**src/rtl/tdm_demux_pkg.sv**
```systemverilog
// Purpose : shared types and constants for the 1:4 TDM receive path.
//   sync_state_e : frame-sync state (HUNT = searching for marker, LOCKED = in sync)
//   slot_t       : position of a beat inside a four-slot frame
//   slot_inc     : wrapping slot increment (3 -> 0)
package tdm_demux_pkg;

    typedef enum logic {
        HUNT   = 1'b0,
        LOCKED = 1'b1
    } sync_state_e;

    localparam int NUM_SLOTS = 4;

    typedef logic [1:0] slot_t;

    localparam slot_t FIRST_SLOT = 2'd0;
    localparam slot_t LAST_SLOT  = slot_t'(NUM_SLOTS - 1);

    function automatic slot_t slot_inc(input slot_t s);
        return s + 2'd1;
    endfunction

endpackage

```
**src/rtl/tdm_sync_fsm.sv**
```systemverilog
// Purpose : frame-sync tracker for the TDM receiver. Decides, for every
//           accepted input beat, whether it extends the current frame,
//           starts a new frame, or is thrown away. Flywheels through up to
//           SYNC_LOSS-1 consecutive missing start-of-frame markers.
// Ports   :
//   clk, rst   clock and synchronous active-high reset
//   in_valid   beat qualifier
//   in_sof     start-of-frame marker of the current beat
//   slot       slot the next beat would occupy (owned by the top level)
//   accept     strobe: store beat at 'slot' and advance slot normally
//   restart    strobe: beat becomes slot 0 of a fresh frame, partial frame lost
//   drop       strobe: beat discarded
//   locked     registered lock indication
//   sof_err    registered one-cycle marker-violation pulse
module tdm_sync_fsm
    import tdm_demux_pkg::*;
#(
    parameter int SYNC_LOSS = 2
) (
    input  logic  clk,
    input  logic  rst,
    input  logic  in_valid,
    input  logic  in_sof,
    input  slot_t slot,
    output logic  accept,
    output logic  restart,
    output logic  drop,
    output logic  locked,
    output logic  sof_err
);

    localparam int MW = $clog2(SYNC_LOSS + 1);
    localparam logic [MW-1:0] MISS_MAX = MW'(SYNC_LOSS);

    sync_state_e   state_q, state_d;
    logic [MW-1:0] miss_q, miss_d;
    logic          sof_err_q, sof_err_d;

    always_ff @(posedge clk) begin
        if (rst) begin
            state_q   <= HUNT;
            miss_q    <= '0;
            sof_err_q <= 1'b0;
        end else begin
            state_q   <= state_d;
            miss_q    <= miss_d;
            sof_err_q <= sof_err_d;
        end
    end

    always_comb begin
        state_d   = state_q;
        miss_d    = miss_q;
        sof_err_d = 1'b0;
        accept    = 1'b0;
        restart   = 1'b0;
        drop      = 1'b0;

        if (in_valid) begin
            if (state_q == HUNT) begin
                if (in_sof) begin
                    restart = 1'b1;
                    state_d = LOCKED;
                    miss_d  = '0;
                end else begin
                    drop = 1'b1;
                end
            end else if (slot == FIRST_SLOT) begin
                if (in_sof) begin
                    accept = 1'b1;
                    miss_d = '0;
                end else begin
                    // Missing marker where one was due: ride through it
                    // until SYNC_LOSS consecutive misses have been seen.
                    sof_err_d = 1'b1;
                    if ((int'(miss_q) + 1) < SYNC_LOSS) begin
                        accept = 1'b1;
                        miss_d = (miss_q == MISS_MAX) ? miss_q : miss_q + 1'b1;
                    end else begin
                        drop    = 1'b1;
                        state_d = HUNT;
                        miss_d  = '0;
                    end
                end
            end else if (in_sof) begin
                // Early marker: trust it and resynchronise on this beat.
                // The miss counter is left alone since the marker did arrive.
                sof_err_d = 1'b1;
                restart   = 1'b1;
            end else begin
                accept = 1'b1;
            end
        end
    end

    assign locked  = (state_q == LOCKED);
    assign sof_err = sof_err_q;

endmodule

```
**src/rtl/tdm_demux1x4.sv**
```systemverilog
// Purpose : receive end of a 4:1 TDM link. De-interleaves a serial word
//           stream (slots 0..3 -> a..d) into four registered outputs that
//           are updated atomically once per complete frame.
// Ports   :
//   clk, rst              clock and synchronous active-high reset
//   in_valid/in_data/in_sof  input beat, data word, start-of-frame marker
//   out_a..out_d          words of the last complete frame
//   out_valid             one-cycle pulse when out_a..out_d were just updated
//   locked                frame sync held
//   sof_err               one-cycle pulse on a frame-marker violation
module tdm_demux1x4
    import tdm_demux_pkg::*;
#(
    parameter int WIDTH     = 8,
    parameter int SYNC_LOSS = 2
) (
    input  logic             clk,
    input  logic             rst,
    input  logic             in_valid,
    input  logic [WIDTH-1:0] in_data,
    input  logic             in_sof,
    output logic [WIDTH-1:0] out_a,
    output logic [WIDTH-1:0] out_b,
    output logic [WIDTH-1:0] out_c,
    output logic [WIDTH-1:0] out_d,
    output logic             out_valid,
    output logic             locked,
    output logic             sof_err
);

    logic accept, restart, drop;

    slot_t            slot_q, slot_d;
    logic [WIDTH-1:0] shadow_a_q, shadow_a_d;
    logic [WIDTH-1:0] shadow_b_q, shadow_b_d;
    logic [WIDTH-1:0] shadow_c_q, shadow_c_d;
    logic [WIDTH-1:0] out_a_q, out_a_d;
    logic [WIDTH-1:0] out_b_q, out_b_d;
    logic [WIDTH-1:0] out_c_q, out_c_d;
    logic [WIDTH-1:0] out_d_q, out_d_d;
    logic             out_valid_q, out_valid_d;

    tdm_sync_fsm #(
        .SYNC_LOSS (SYNC_LOSS)
    ) u_sync (
        .clk      (clk),
        .rst      (rst),
        .in_valid (in_valid),
        .in_sof   (in_sof),
        .slot     (slot_q),
        .accept   (accept),
        .restart  (restart),
        .drop     (drop),
        .locked   (locked),
        .sof_err  (sof_err)
    );

    always_ff @(posedge clk) begin
        if (rst) begin
            slot_q      <= FIRST_SLOT;
            shadow_a_q  <= '0;
            shadow_b_q  <= '0;
            shadow_c_q  <= '0;
            out_a_q     <= '0;
            out_b_q     <= '0;
            out_c_q     <= '0;
            out_d_q     <= '0;
            out_valid_q <= 1'b0;
        end else begin
            slot_q      <= slot_d;
            shadow_a_q  <= shadow_a_d;
            shadow_b_q  <= shadow_b_d;
            shadow_c_q  <= shadow_c_d;
            out_a_q     <= out_a_d;
            out_b_q     <= out_b_d;
            out_c_q     <= out_c_d;
            out_d_q     <= out_d_d;
            out_valid_q <= out_valid_d;
        end
    end

    always_comb begin
        slot_d      = slot_q;
        shadow_a_d  = shadow_a_q;
        shadow_b_d  = shadow_b_q;
        shadow_c_d  = shadow_c_q;
        out_a_d     = out_a_q;
        out_b_d     = out_b_q;
        out_c_d     = out_c_q;
        out_d_d     = out_d_q;
        out_valid_d = 1'b0;

        if (restart) begin
            // Stale shadows b/c are simply overwritten as the new frame fills.
            shadow_a_d = in_data;
            slot_d     = slot_inc(FIRST_SLOT);
        end else if (accept) begin
            case (slot_q)
                2'd0: shadow_a_d = in_data;
                2'd1: shadow_b_d = in_data;
                2'd2: shadow_c_d = in_data;
                default: begin
                    // Last slot: publish the whole frame on one edge so the
                    // outputs are never seen half-updated.
                    out_a_d     = shadow_a_q;
                    out_b_d     = shadow_b_q;
                    out_c_d     = shadow_c_q;
                    out_d_d     = in_data;
                    out_valid_d = 1'b1;
                end
            endcase
            slot_d = slot_inc(slot_q);
        end
        // drop: nothing changes on the data path.
    end

    assign out_a     = out_a_q;
    assign out_b     = out_b_q;
    assign out_c     = out_c_q;
    assign out_d     = out_d_q;
    assign out_valid = out_valid_q;

endmodule
```
**config.mk**
```make
export PLATFORM = sky130hd
export DESIGN_NAME = tdm_demux1x4
export DESIGN_NICKNAME = d
export VERILOG_FILES = /design/src/rtl/tdm_demux_pkg.sv /design/src/rtl/tdm_sync_fsm.sv /design/src/rtl/tdm_demux1x4.sv
export SDC_FILE = /design/constraint.sdc
export NUM_CORES = 1
export LEC_CHECK = 0
export CORE_ASPECT_RATIO = 1.4
export CORE_UTILIZATION = 50
export CTS_CLUSTER_SIZE = 24
export DETAILED_ROUTE_END_ITERATION = 8
export DONT_BUFFER_PORTS = 1
export HOLD_SLACK_MARGIN = 0.05
export PLACE_DENSITY = 0.69
export SYNTH_ARGS = -nofsm -noshare
export SYNTH_HDL_FRONTEND = slang
export SYNTH_SLANG_ARGS = --single-unit
```
**constraint.sdc**
```tcl
create_clock -name clk -period 4.25 [get_ports clk]
set_clock_uncertainty 0.15 [all_clocks]
set_input_delay 0.85 -clock clk [delete_from_list [all_inputs] [get_ports clk]]
set_output_delay 0.85 -clock clk [all_outputs]
set_load 0.005 [all_outputs]
```
### Yosys cells after proc, flatten, opt, wreduce, memory -nomap -nowiden

Index checks and enable logic that the tools add are counted.
Widths: inputs -> output; s select.

| cells by class | value |
|---|---|
| add/subtract/negate cells | 3 |
| multiply operators | 0 |
| div/mod/pow operators | 0 |
| magnitude comparators | 1 |
| eq/ne operators | 5 |
| shift-type cells | 0 |
| multiplexer cells | 25 |
| bitwise logic cells | 5 |
| reduce and logical (&&, ||, !) cells | 13 |

Operators with widths:

| operator | number |
|---|---|
| $lt 32x3->1 const B | 1 |
| $mux 8 | 3 |
| $mux 1 | 16 |
| $mux 2 | 6 |
| $reduce_and 3->1 | 3 |
| $reduce_or 3->1 | 3 |
| $reduce_bool 2->1 | 3 |
| $not 1->1 | 5 |
| $add 2x1->2 const B | 2 |
| $eq 2x2->1 const B | 2 |
| $ne 4x4->1 const B | 1 |
| $reduce_and 4->1 | 1 |
| $add 2x1->3 const B | 1 |
| $eq 2x1->1 const B | 1 |
| $logic_not 2->1 | 1 |
| $ne 2x2->1 const B | 1 |
| $reduce_and 2->1 | 1 |
| $reduce_or 2->1 | 1 |

| storage, ports and cells | value |
|---|---|
| register bits | 63 |
| latch bits | 0 |
| RAM bits | 0 |
| ROM bits | 0 |
| input port bits | 12 |
| output and inout port bits | 35 |
| word-level logic and storage cells | 65 |
| memories | 0 |

### Longest topological paths before layout

Gate-level depths: netlist (run 1).

| logic depth | value |
|---|---|
| word-level depth | 9 |
| gate-level depth with buffers | 10 |
| depth with buffers taken out | 8 |

### Cells and area by module

A second synthesis (run 1) with hierarchy kept.

| second synthesis, totals | value |
|---|---|
| cells, all modules | 247 |
| area, all modules | 2,682.6 sq um |

By module, submodules not included:

| module | instances | cells each | area each (sq um) | sequential area each (sq um) |
|---|---|---|---|---|
| tdm_demux1x4 | 1 | 211 | 2,393.5 | 1,181.1 |
| tdm_sync_fsm | 1 | 36 | 289.0 | 80.1 |

### Worst setup path after synthesis (run 1)

Ideal clock, no wire load.

| timing | value |
|---|---|
| kind | input -> register |
| start point | in in_sof |
| end point | reg shadow_b_q[2] |
| setup time | 126 ps |
| data arrival time | 2,112 ps |
| data required time | 3,974 ps |
| slack | 1,862 ps |
| stages on the path | 5 |
| buffers on the path | 0 |
| cells stage by stage | ha_1 -> or2b_2 -> nor4_4 -> mux2i_1 -> nor2_1 |

| between the ends | value |
|---|---|
| word-level cells in the longest chain between the ends | 6 |

RTL lines:

| item | RTL line | text |
|---|---|---|
| start: declaration | tdm_demux1x4.sv:21 | `input logic in_sof,` |
| $mux 1 | tdm_sync_fsm.sv:61, tdm_sync_fsm.sv:85 |  |
| $mux 1 | tdm_sync_fsm.sv:68 | `end else if (slot == FIRST_SLOT) begin` |
| $mux 1 | tdm_sync_fsm.sv:60 | `if (state_q == HUNT) begin` |
| $mux 1 | tdm_sync_fsm.sv:59 | `if (in_valid) begin` |
| $not 1->1 (no line) | -- |  |
| $reduce_and 3->1 (no line) * | -- |  |
| end signal: assignment | tdm_demux1x4.sv:72 | `shadow_b_q <= shadow_b_d;` |
| end: declaration | tdm_demux1x4.sv:35 | `logic [WIDTH-1:0] shadow_b_q, shadow_b_d;` |

Every way passes the cells marked *; elsewhere a longest branch is shown, timed or not.
A chain may end at the register's enable or synchronous reset.

### Worst setup path after layout (run 1)

| timing | value |
|---|---|
| start point | reg slot_q[0] |
| end point | reg out_c_q[4] (netlist: out_c[4]) |

| between the ends | value |
|---|---|
| word-level cells in the longest chain between the ends | 6 |

RTL lines:

| item | RTL line | text |
|---|---|---|
| start: declaration | tdm_demux1x4.sv:33 | `slot_t slot_q, slot_d;` |
| start signal: assignment | tdm_demux1x4.sv:70 | `slot_q <= slot_d;` |
| $logic_not 2->1 | tdm_sync_fsm.sv:68, tdm_demux1x4.sv:98 |  |
| $mux 1 | tdm_sync_fsm.sv:68 |  |
| $mux 1 | tdm_sync_fsm.sv:60 |  |
| $mux 1 | tdm_sync_fsm.sv:59 |  |
| $not 1->1 (no line) | -- |  |
| $reduce_and 3->1 (no line) * | -- |  |
| end signal: assignment | tdm_demux1x4.sv:76 | `out_c_q <= out_c_d;` |
| end: declaration | tdm_demux1x4.sv:39 | `logic [WIDTH-1:0] out_c_q, out_c_d;` |

Marked as above.

==> impl_metrics.json, run 1 <==
{
  "status": "complete, no violations",
  "die_area_um2": 5473,
  "instances_no_fill": 347,
  "leakagePower_nw": 0.9745,
  "detail_route.wl_per_cell_um": 14.46,
  "crit_arrival_ns": 2.70,
  "ant_nets": 0,
  "grt_pass1_vias": 1680,
  "worstMarginPinSlew_ns": 1.103,
  "syn2layout_area_growth_pct": 7.588,
  "stdcell_area_um2": 2785,
  "min_path_type": "flip-flop to flip-flop",
  "crit_path_start_kind": "flip-flop",
  "hpwlAfterDp_mm": 3.254,
  "yosysUniqueCellTypes": 33,
  "start_util": 0.5265,
  "drt_wl_total_mm": 5.019,
  "p_seq_frac": 0.512,
  "drv_cap": 0,
  "ff2ff_path_depth": 8,
  "dpl_cell_area_um2": 2576,
  "p_sw_frac": 0.2064,
  "finalCriticalPeriod_ns": 2.585,
  "ys_seq_elements": 63,
  "vias_per_cell": 5.081,
  "ir_worst_vdd_mv": 0.2468,
  "end_kind": "flip-flop",
  "p_comb_frac": 0.036,
  "die_w_um": 62.81,
  "synthTopCellsByArea": "dfxtp_1, mux2i_1, nand2_1, a21oi_1, ha_1",
  "finalMaxSlewViolations": 0,
  "drive_above_1_share": 0.08834,
  "fin_crit_sh": 0.6082,
  "nFillCells": 470,
  "grt_max_degree": 72,
  "netlist.area_leader.share": 0.4872,
  "synth_edf_count": 0,
  "grtUsageTotal": 0.2002,
  "synth_async_sr_flop_share": 0,
  "port_buffers": 0,
  "fmax_mhz": 386.8,
  "nets": 299,
  "crit_chain": "inv_1, ha_1, inv_1, ha_1, nor2b_1, and4_1, nand2_1, a21oi_1",
  "relSlewSlack": 0.2649,
  "post_cts_buffers": 0,
  "clk_pin_slew_ns": 0.07,
  "vias": 1763,
  "critPathMaxStageDelay_ns": 0.96,
  "crit_slowest_cell": "and4_1",
  "antennaDiodeCount": 0,
  "clk_path_buf_depth": 2,
  "cts.sink_count": 63,
  "cts_buffers": 9,
  "setup_slack_ns": 1.665,
  "cp.required_ns": 4.36,
  "avgSynthCellArea_um2": 9.180,
  "gp_congestion": 0.7913,
  "hold_buffers": 0,
  "overflow": 0,
  "yosys-top-cells-count": "nand2_1, dfxtp_1, a21oi_1, mux2i_1, nor2_1",
  "cts_resized": 0,
  "setup.worst_path.class": "flip-flop to flip-flop",
  "setup_tns_ns": 0,
  "synthesis.instances": 282,
  "grt_pass1_wl_mm": 8.224,
  "intPower_w": 0.0009378,
  "yosysTopAreaCell": "dfxtp_1",
  "rsz0062_at_grt": "false",
  "worst-path-max-fanout": 32,
  "clk_latency_ns": 0.33,
  "pre_cts_slack_ns": 1.451,
  "synthesis.nets": 303,
  "synth_warnings": 0,
  "power.density_nw_per_um2": 424.3,
  "cts_tree": "built",
  "drt-initial-drc-count": 121,
  "whs_path_depth": 2,
  "dr.pass1.iters": 4,
  "setup_viol": 0,
  "pwr-share-clk": 0.452,
  "switchingPower_w": 0.0002439,
  "dp.cells": 331,
  "num_io_pins": 47,
  "drt_drc_violations_left": 0,
  "die_y_um": 87.14,
  "core-area_um2": 4917,
  "synth-seq-area-share": 0.4872,
  "hold_viol": 0,
  "rows": 30,
  "syn_area_um2": 2589,
  "synth_ff_type": "dfxtp_1",
  "yosysMostFrequentCell": "nand2_1",
  "antenna_found_initial": 0,
  "cts_root_buf": "clkbuf_8",
  "htree_levels": 3
}
registers in the layout, indices dropped and copies added (netlist names):
register        cells
out_a               8
out_b               8
out_c               8
out_d               8
out_valid           1
shadow_a_q          8
shadow_b_q          8
shadow_c_q          8
slot_q              2
u_sync.locked       1
u_sync.miss_q       2
u_sync.sof_err      1
cell families (layout without fill, tap and decap cells):
group / count (synthesis) / count (layout) / share of synthesized area
compound gates: 39 / 39 / 0.08410
xor+xnor: 1 / 1 / 0.003384
fa+ha+maj: 9 / 9 / 0.04350
buf+inv: 22 / 23 / 0.04736
flops: 63 / 63 / 0.4872
mux: 27 / 27 / 0.1049
simple gates: 121 / 121 / 0.2296
critical path, delay by kind of cell (launching register included):
family,cells,cell delay [ns]
compound gates,1,0.18
fa+ha+maj,2,0.42
buf+inv,2,0.16
simple gates,3,1.26
flops,1,0.34
power by group through the flow:
stage	logic, W	clock network [W]	registers, W
3_5_place_dp	0.0000427	0	0.000618
5_1_grt	0.0000480	0.000573	0.000606
2_1_floorplan	0.0000499	0	0.000616
3_3_place_gp	0.0000422	0	0.000618
4_1_cts	0.0000430	0.000546	0.000605
6_report	0.0000429	0.000534	0.000605
cells in the final DEF, fill, tap and decap left out, drive strengths merged, types with 2 or more instances in the layout:
master	netlist	routed
nand2	68	68
dfxtp	63	63
a21oi	34	34
mux2i	26	26
nor2	19	19
nand2b	18	18
clkbuf	6	13
ha	9	9
inv	6	6
nor3	3	3
nor2b	2	2
nor4	2	2
clkinv	0	2
nor3b	2	2
o221ai	2	2
cell type report:
type,count,area (um^2),share of cell area
inverter,6,22.52,0.008086
clock inverter,3,40.04,0.01438
multi-input combinational,197,1205,0.4326
tap,64,80.08,0.02875
sequential,63,1261,0.4528
clock buffer,13,168.9,0.06065
timing repair buffer,1,7.507,0.002695
path summary, 6_finish.rpt:
check / slack [ns] / to / from
max: 1.66 / out_c[4] / slot_q[0]
min: 0.30 / out_a[6] / shadow_a_q[6]
max reg2reg: 1.66 / out_c[4] / slot_q[0]
min reg2reg: 0.30 / out_a[6] / shadow_a_q[6]
layer usage:
layer / GRT usage / vias to the layer above / routed length, um
li1: - / 917 / -
met1: 0.2303 / 806 / 2173
met2: 0.3231 / 34 / 2465
met3: 0.07723 / 6 / 312
met4: 0.1015 / 0 / 67
met5: 0 / - / 0
through the flow:
step                      power (W)  hold slack, ns  utilization
after global placement    0.0006604          0.2855       0.5239
after global routing       0.001227          0.3156       0.5664
final                      0.001182          0.2958       0.5664
after detailed placement  0.0006611          0.2889       0.5239
after CTS                  0.001194          0.2994       0.5664
after floorplan           0.0006655          0.2786            -
Power figures use the tool's default switching activity.
==> run 2: changes to the inputs <==
clock period = 2.61 ns   (was 4.25 ns; I/O delays follow)
==> run 2 against run 1 <==
Cell area is 0.54% higher. Via count is 3.7% higher. Hold slack worse by 0.20 ns. Global-route usage hardly changed. Total power is 56% higher. Routed wire length is 1.1% higher. Clock power is 48% higher. Sequential share of layout area is 0.24 points lower. Die area stayed put. Final cell count is 1.2% higher. Sequential power is 63% higher. Utilization is 0.31 points higher. Critical endpoint is now shadow_c_q[7].
==> impl_metrics.json, run 2 (same netlist as run 1, synthesis figures left out) <==
{
  "rows": 30,
  "cp.required_ns": 2.69,
  "cts_tree": "built",
  "grt_pass1_wl_mm": 8.211,
  "clk_pin_slew_ns": 0.07,
  "vias_per_cell": 5.211,
  "fmax_mhz": 468.9,
  "min_to": "out_a[3]",
  "detail_route.wl_per_cell_um": 14.45,
  "drt_drc_violations_left": 0,
  "overflow": 0,
  "critPathMaxStageDelay_ns": 0.43,
  "antennaDiodeCount": 0,
  "power.density_nw_per_um2": 659.1,
  "setup.worst_path.class": "flip-flop to flip-flop",
  "hold_buffers": 0,
  "dr.pass1.iters": 4,
  "pre_cts_slack_ns": 0.4852,
  "setup_slack_ns": 0.4775,
  "grt_max_degree": 72,
  "end_kind": "flip-flop",
  "gp_congestion": 0.7678,
  "fin_hold_ws_ns": 0.09788,
  "crit_path_start_kind": "flip-flop",
  "cts_buffers": 9,
  "final_cell_mix": "nand2_1, dfxtp_1, a21oi_1, mux2i_1, nor2_1",
  "status": "complete, no violations",
  "die_area_um2": 5473,
  "drv_cap": 0,
  "reg2reg_from": "slot_q[0]",
  "clk_latency_ns": 0.33,
  "post_cts_buffers": 0,
  "dpl_cell_area_um2": 2606,
  "ff2ff_path_depth": 7,
  "drt-initial-drc-count": 119,
  "fin_crit_sh": 0.8170,
  "worst-path-max-fanout": 6,
  "hold_viol": 0,
  "finalCriticalPeriod_ns": 2.132,
  "cts_resized": 0,
  "worstMarginPinSlew_ns": 0.6954,
  "setup_tns_ns": 0,
  "core-area_um2": 4917,
  "cts_root_buf": "clkbuf_8",
  "start_util": 0.5265,
  "nets": 303,
  "dp.cells": 335,
  "antenna_found_initial": 0,
  "syn2layout_area_growth_pct": 8.168,
  "ant_nets": 0,
  "die_y_um": 87.14,
  "ir_worst_vdd_mv": 0.4257,
  "cts.sink_count": 63,
  "crit_slowest_cell": "nor4_4",
  "grt_pass1_vias": 1689,
  "drive_above_1_share": 0.1045,
  "htree_levels": 3,
  "drt_wl_total_mm": 5.073,
  "grtUsageTotal": 0.2004,
  "instances_no_fill": 351,
  "clk_path_buf_depth": 2,
  "crit_chain": "inv_1, ha_1, nor3b_2, nor4_4, buf_4, mux2i_1, nor2_1",
  "crit_arrival_ns": 2.21,
  "num_io_pins": 47,
  "die_w_um": 62.81,
  "min_path_type": "input pin to flip-flop",
  "relSlewSlack": 0.5364,
  "rsz0062_at_grt": "false",
  "vias": 1829,
  "multiInputGateArea_um2": 1205,
  "seq_area_um2": 1261,
  "min_from": "rst",
  "whs_path_depth": 1,
  "r2r_slack_ns": 0.48,
  "r2r-end": "shadow_c_q[7]",
  "leakagePower_nw": 0.9802,
  "port_buffers": 0,
  "stdcell_area_um2": 2800,
  "final_common_cell": "nand2_1",
  "setup_viol": 0,
  "finalMaxSlewViolations": 0,
  "nFillCells": 448,
  "hpwlAfterDp_mm": 3.332
}
[run 2: cell count changes in the layout (fill, tap and decap cells not counted), sizes merged]
cell,previous run,this run
bufinv,1,0
clkbuf,13,12
buf,1,5
clkinvlp,0,2
[run 2: routing by layer]
metal  up-vias  track usage  share of wire
li1        930            -              -
met1       858       0.2328           0.43
met2        33       0.3192           0.49
met3         8      0.07723          0.051
met4         0       0.1057          0.026
met5         -            0              0
[run 2: report_power, final]
part / switching, W / internal (W) / leakage (nW)
registers: 0.0000105 / 0.000974 / 0.509
clock network: 0.000368 / 0.000422 / 0.0946
logic: 0.0000336 / 0.0000367 / 0.377
[run 2: worst max path at each step]
stage              start            end  slack, ns  depth (start not counted)
6_report       slot_q[0]  shadow_c_q[7]       0.48                          7
5_1_grt        slot_q[0]  shadow_c_q[0]       0.30                          7
4_1_cts        slot_q[0]  shadow_c_q[6]       0.47                          7
3_5_place_dp   slot_q[0]  shadow_c_q[6]       0.49                          7
3_3_place_gp   slot_q[0]  shadow_c_q[5]       0.54                          7
2_1_floorplan  slot_q[0]  shadow_b_q[2]       0.47                          8
[run 2: critical path, delay by kind of cell, from the launching register on]
| family | cells | cell delay [ns] |
|---|---|---|
| adders and majority gates | 1 | 0.26 |
| buffers and inverters | 2 | 0.33 |
| muxes | 1 | 0.19 |
| DFF | 1 | 0.39 |
| and+or+nand+nor | 3 | 0.70 |
[run 2: cell type report]
type	count	share of cell area
sequential	63	0.4504
multi-input combinational	197	0.4303
clock inverter	4	0.01028
inverter	6	0.008043
tap	64	0.02860
timing repair buffer	5	0.01340
clock buffer	12	0.05898
[run 2: through the flow]
stage	utilization	power [W]
2_1_floorplan	-	0.001084
6_report	0.5695	0.001845
3_5_place_dp	0.5300	0.001078
5_1_grt	0.5695	0.001922
4_1_cts	0.5695	0.001870
3_3_place_gp	0.5300	0.001075
==> run 3: changes to the inputs <==
PLACE_DENSITY = 0.72   (was 0.69)
clock period = 1.9 ns   (was 2.61 ns; I/O delays follow)
==> run 3 against run 2 <==
The run now ends with hold timing, setup timing left. Combinational power up 150%. First-iteration DRC count down 1.7%. Via count up 13%. Cell area up 16%. Largest cell class is now multi-input combinational cells. Largest power group unchanged.
==> impl_metrics.json, run 3 (same netlist as run 1, synthesis figures left out) <==
{
  "status": "finished, violations left",
  "violations": "hold timing, setup timing",
  "worstMarginPinSlew_ns": 0.4108,
  "grtUsageTotal": 0.2126,
  "drt_wl_total_mm": 6.144,
  "setup.worst_path.class": "flip-flop to flip-flop",
  "hold_viol": 46,
  "drive_above_1_share": 0.2468,
  "detail_route.wl_per_cell_um": 16.17,
  "vias_per_cell": 5.424,
  "clk_pin_slew_ns": 0.08,
  "setup_slack_ns": -0.01791,
  "cts_root_buf": "clkbuf_8",
  "fmax_mhz": 521.4,
  "crit_path_start_kind": "flip-flop",
  "power.density_nw_per_um2": 783.8,
  "dr.pass1.iters": 4,
  "clk_path_buf_depth": 2,
  "cts_buffers": 9,
  "antenna_found_initial": 0,
  "finalMaxSlewViolations": 0,
  "grt_pass1_wl_mm": 8.852,
  "die_w_um": 62.81,
  "htree_levels": 3,
  "fin_crit_sh": 1.009,
  "leakagePower_nw": 1.163,
  "nets": 332,
  "antennaDiodeCount": 0,
  "die_area_um2": 5473,
  "crit_arrival_ns": 2.00,
  "gp_congestion": 0.8037,
  "start_util": 0.5265,
  "end_kind": "flip-flop",
  "total_power_w": 0.002552,
  "grt_max_degree": 72,
  "hold_buffers": 9,
  "setup_viol": 10,
  "final_cell_mix": "nand2_1, dfxtp_1, mux2i_1, a21oi_1, nor2_1",
  "min_path_type": "input pin to flip-flop",
  "core-area_um2": 4917,
  "rsz0062_at_grt": "true",
  "relSlewSlack": 0.7240,
  "hpwlAfterDp_mm": 3.492,
  "overflow": 0,
  "clk_latency_ns": 0.34,
  "die_y_um": 87.14,
  "fin_hold_ws_ns": -0.05756,
  "ir_worst_vdd_mv": 0.5884,
  "drt-initial-drc-count": 117,
  "port_buffers": 0,
  "final_common_cell": "nand2_1",
  "worst-path-max-fanout": 4,
  "syn2layout_area_growth_pct": 25.76,
  "drv_cap": 0,
  "cts_tree": "built",
  "num_io_pins": 47,
  "cts.sink_count": 63,
  "utilization": 0.6621,
  "grt_pass1_vias": 1827,
  "drt_drc_violations_left": 0,
  "ant_nets": 0,
  "rows": 30,
  "cp.required_ns": 1.98,
  "vias": 2061,
  "finalCriticalPeriod_ns": 1.918
}
==> run 3: changes by cell type in the layout (fill, tap and decap cells not counted), sizes merged <==
cell         delta
buf            +17
dlygate4sd3     +9
clkbuf          +2
clkinv          +1
==> run 3: repair_timing <==
item / in CTS / in global routing
resized for setup: 5 / 26
endpoints found under the setup margin: 21 / 52
cloned: 0 / 3
buffers inserted: 0 / 3
pin swaps: 2 / 11
hold endpoints to repair: 62 / 53
==> run 3: layer usage <==
layer,up-vias,share of wire,wire length [um],GRT usage
met5,-,0,0,0
met4,0,0.035,215,0.1311
met3,16,0.048,293,0.04712
met2,51,0.51,3162,0.3409
met1,1003,0.40,2473,0.2594
li1,991,-,-,-
==> run 3: per-stage QoR <==
step,cell area (um^2),setup WS [ns],std cells,setup TNS (ns)
finish,3256,-0.01791,380,-0.07269
global route,3256,-0.09397,380,-2.189
CTS,3077,0.002563,375,0
detailed placement,2786,-0.06929,350,-0.8081
global placement,2786,-0.05112,350,-0.5278
floorplan,2619,-0.1800,282,-1.909
==> run 3: power by group <==
part,internal (W),total [W],switching (W)
sequential,0.00134,0.00135,0.0000139
clock,0.000506,0.00103,0.000520
combinational,0.0000968,0.000173,0.0000758
total,0.00194,0.00255,0.000610
==> run 3: final cells by class <==
cell class,instances,area [um^2]
fillers,388,1662
clock inverters,5,33.78
multi-input cells,197,1328
flip-flops and latches,63,1266
clock buffers,11,141.4
well taps,64,80.08
repair buffers,34,379.1
inverters,6,27.53
==> run 3: worst max-delay path, stage by stage (launching register included) <==
cell	delay, ns
dfxtp_2	0.34
inv_4	0.08
ha_4	0.14
inv_2	0.04
ha_4	0.15
buf_6	0.11
nand2b_4	0.13
nor4_4	0.18
buf_4	0.20
mux2i_1	0.21
nor2_1	0.06
==> run 3: final timing paths <==
kind	cells past startpoint	to	slack, ns	start
hold reg to reg	2	out_a[6]	0.29	shadow_a_q[6]
hold / removal	1	out_a[4]	-0.06	rst
setup reg to reg	10	shadow_c_q[4]	-0.02	slot_q[0]
setup / recovery	10	shadow_c_q[4]	-0.02	slot_q[0]
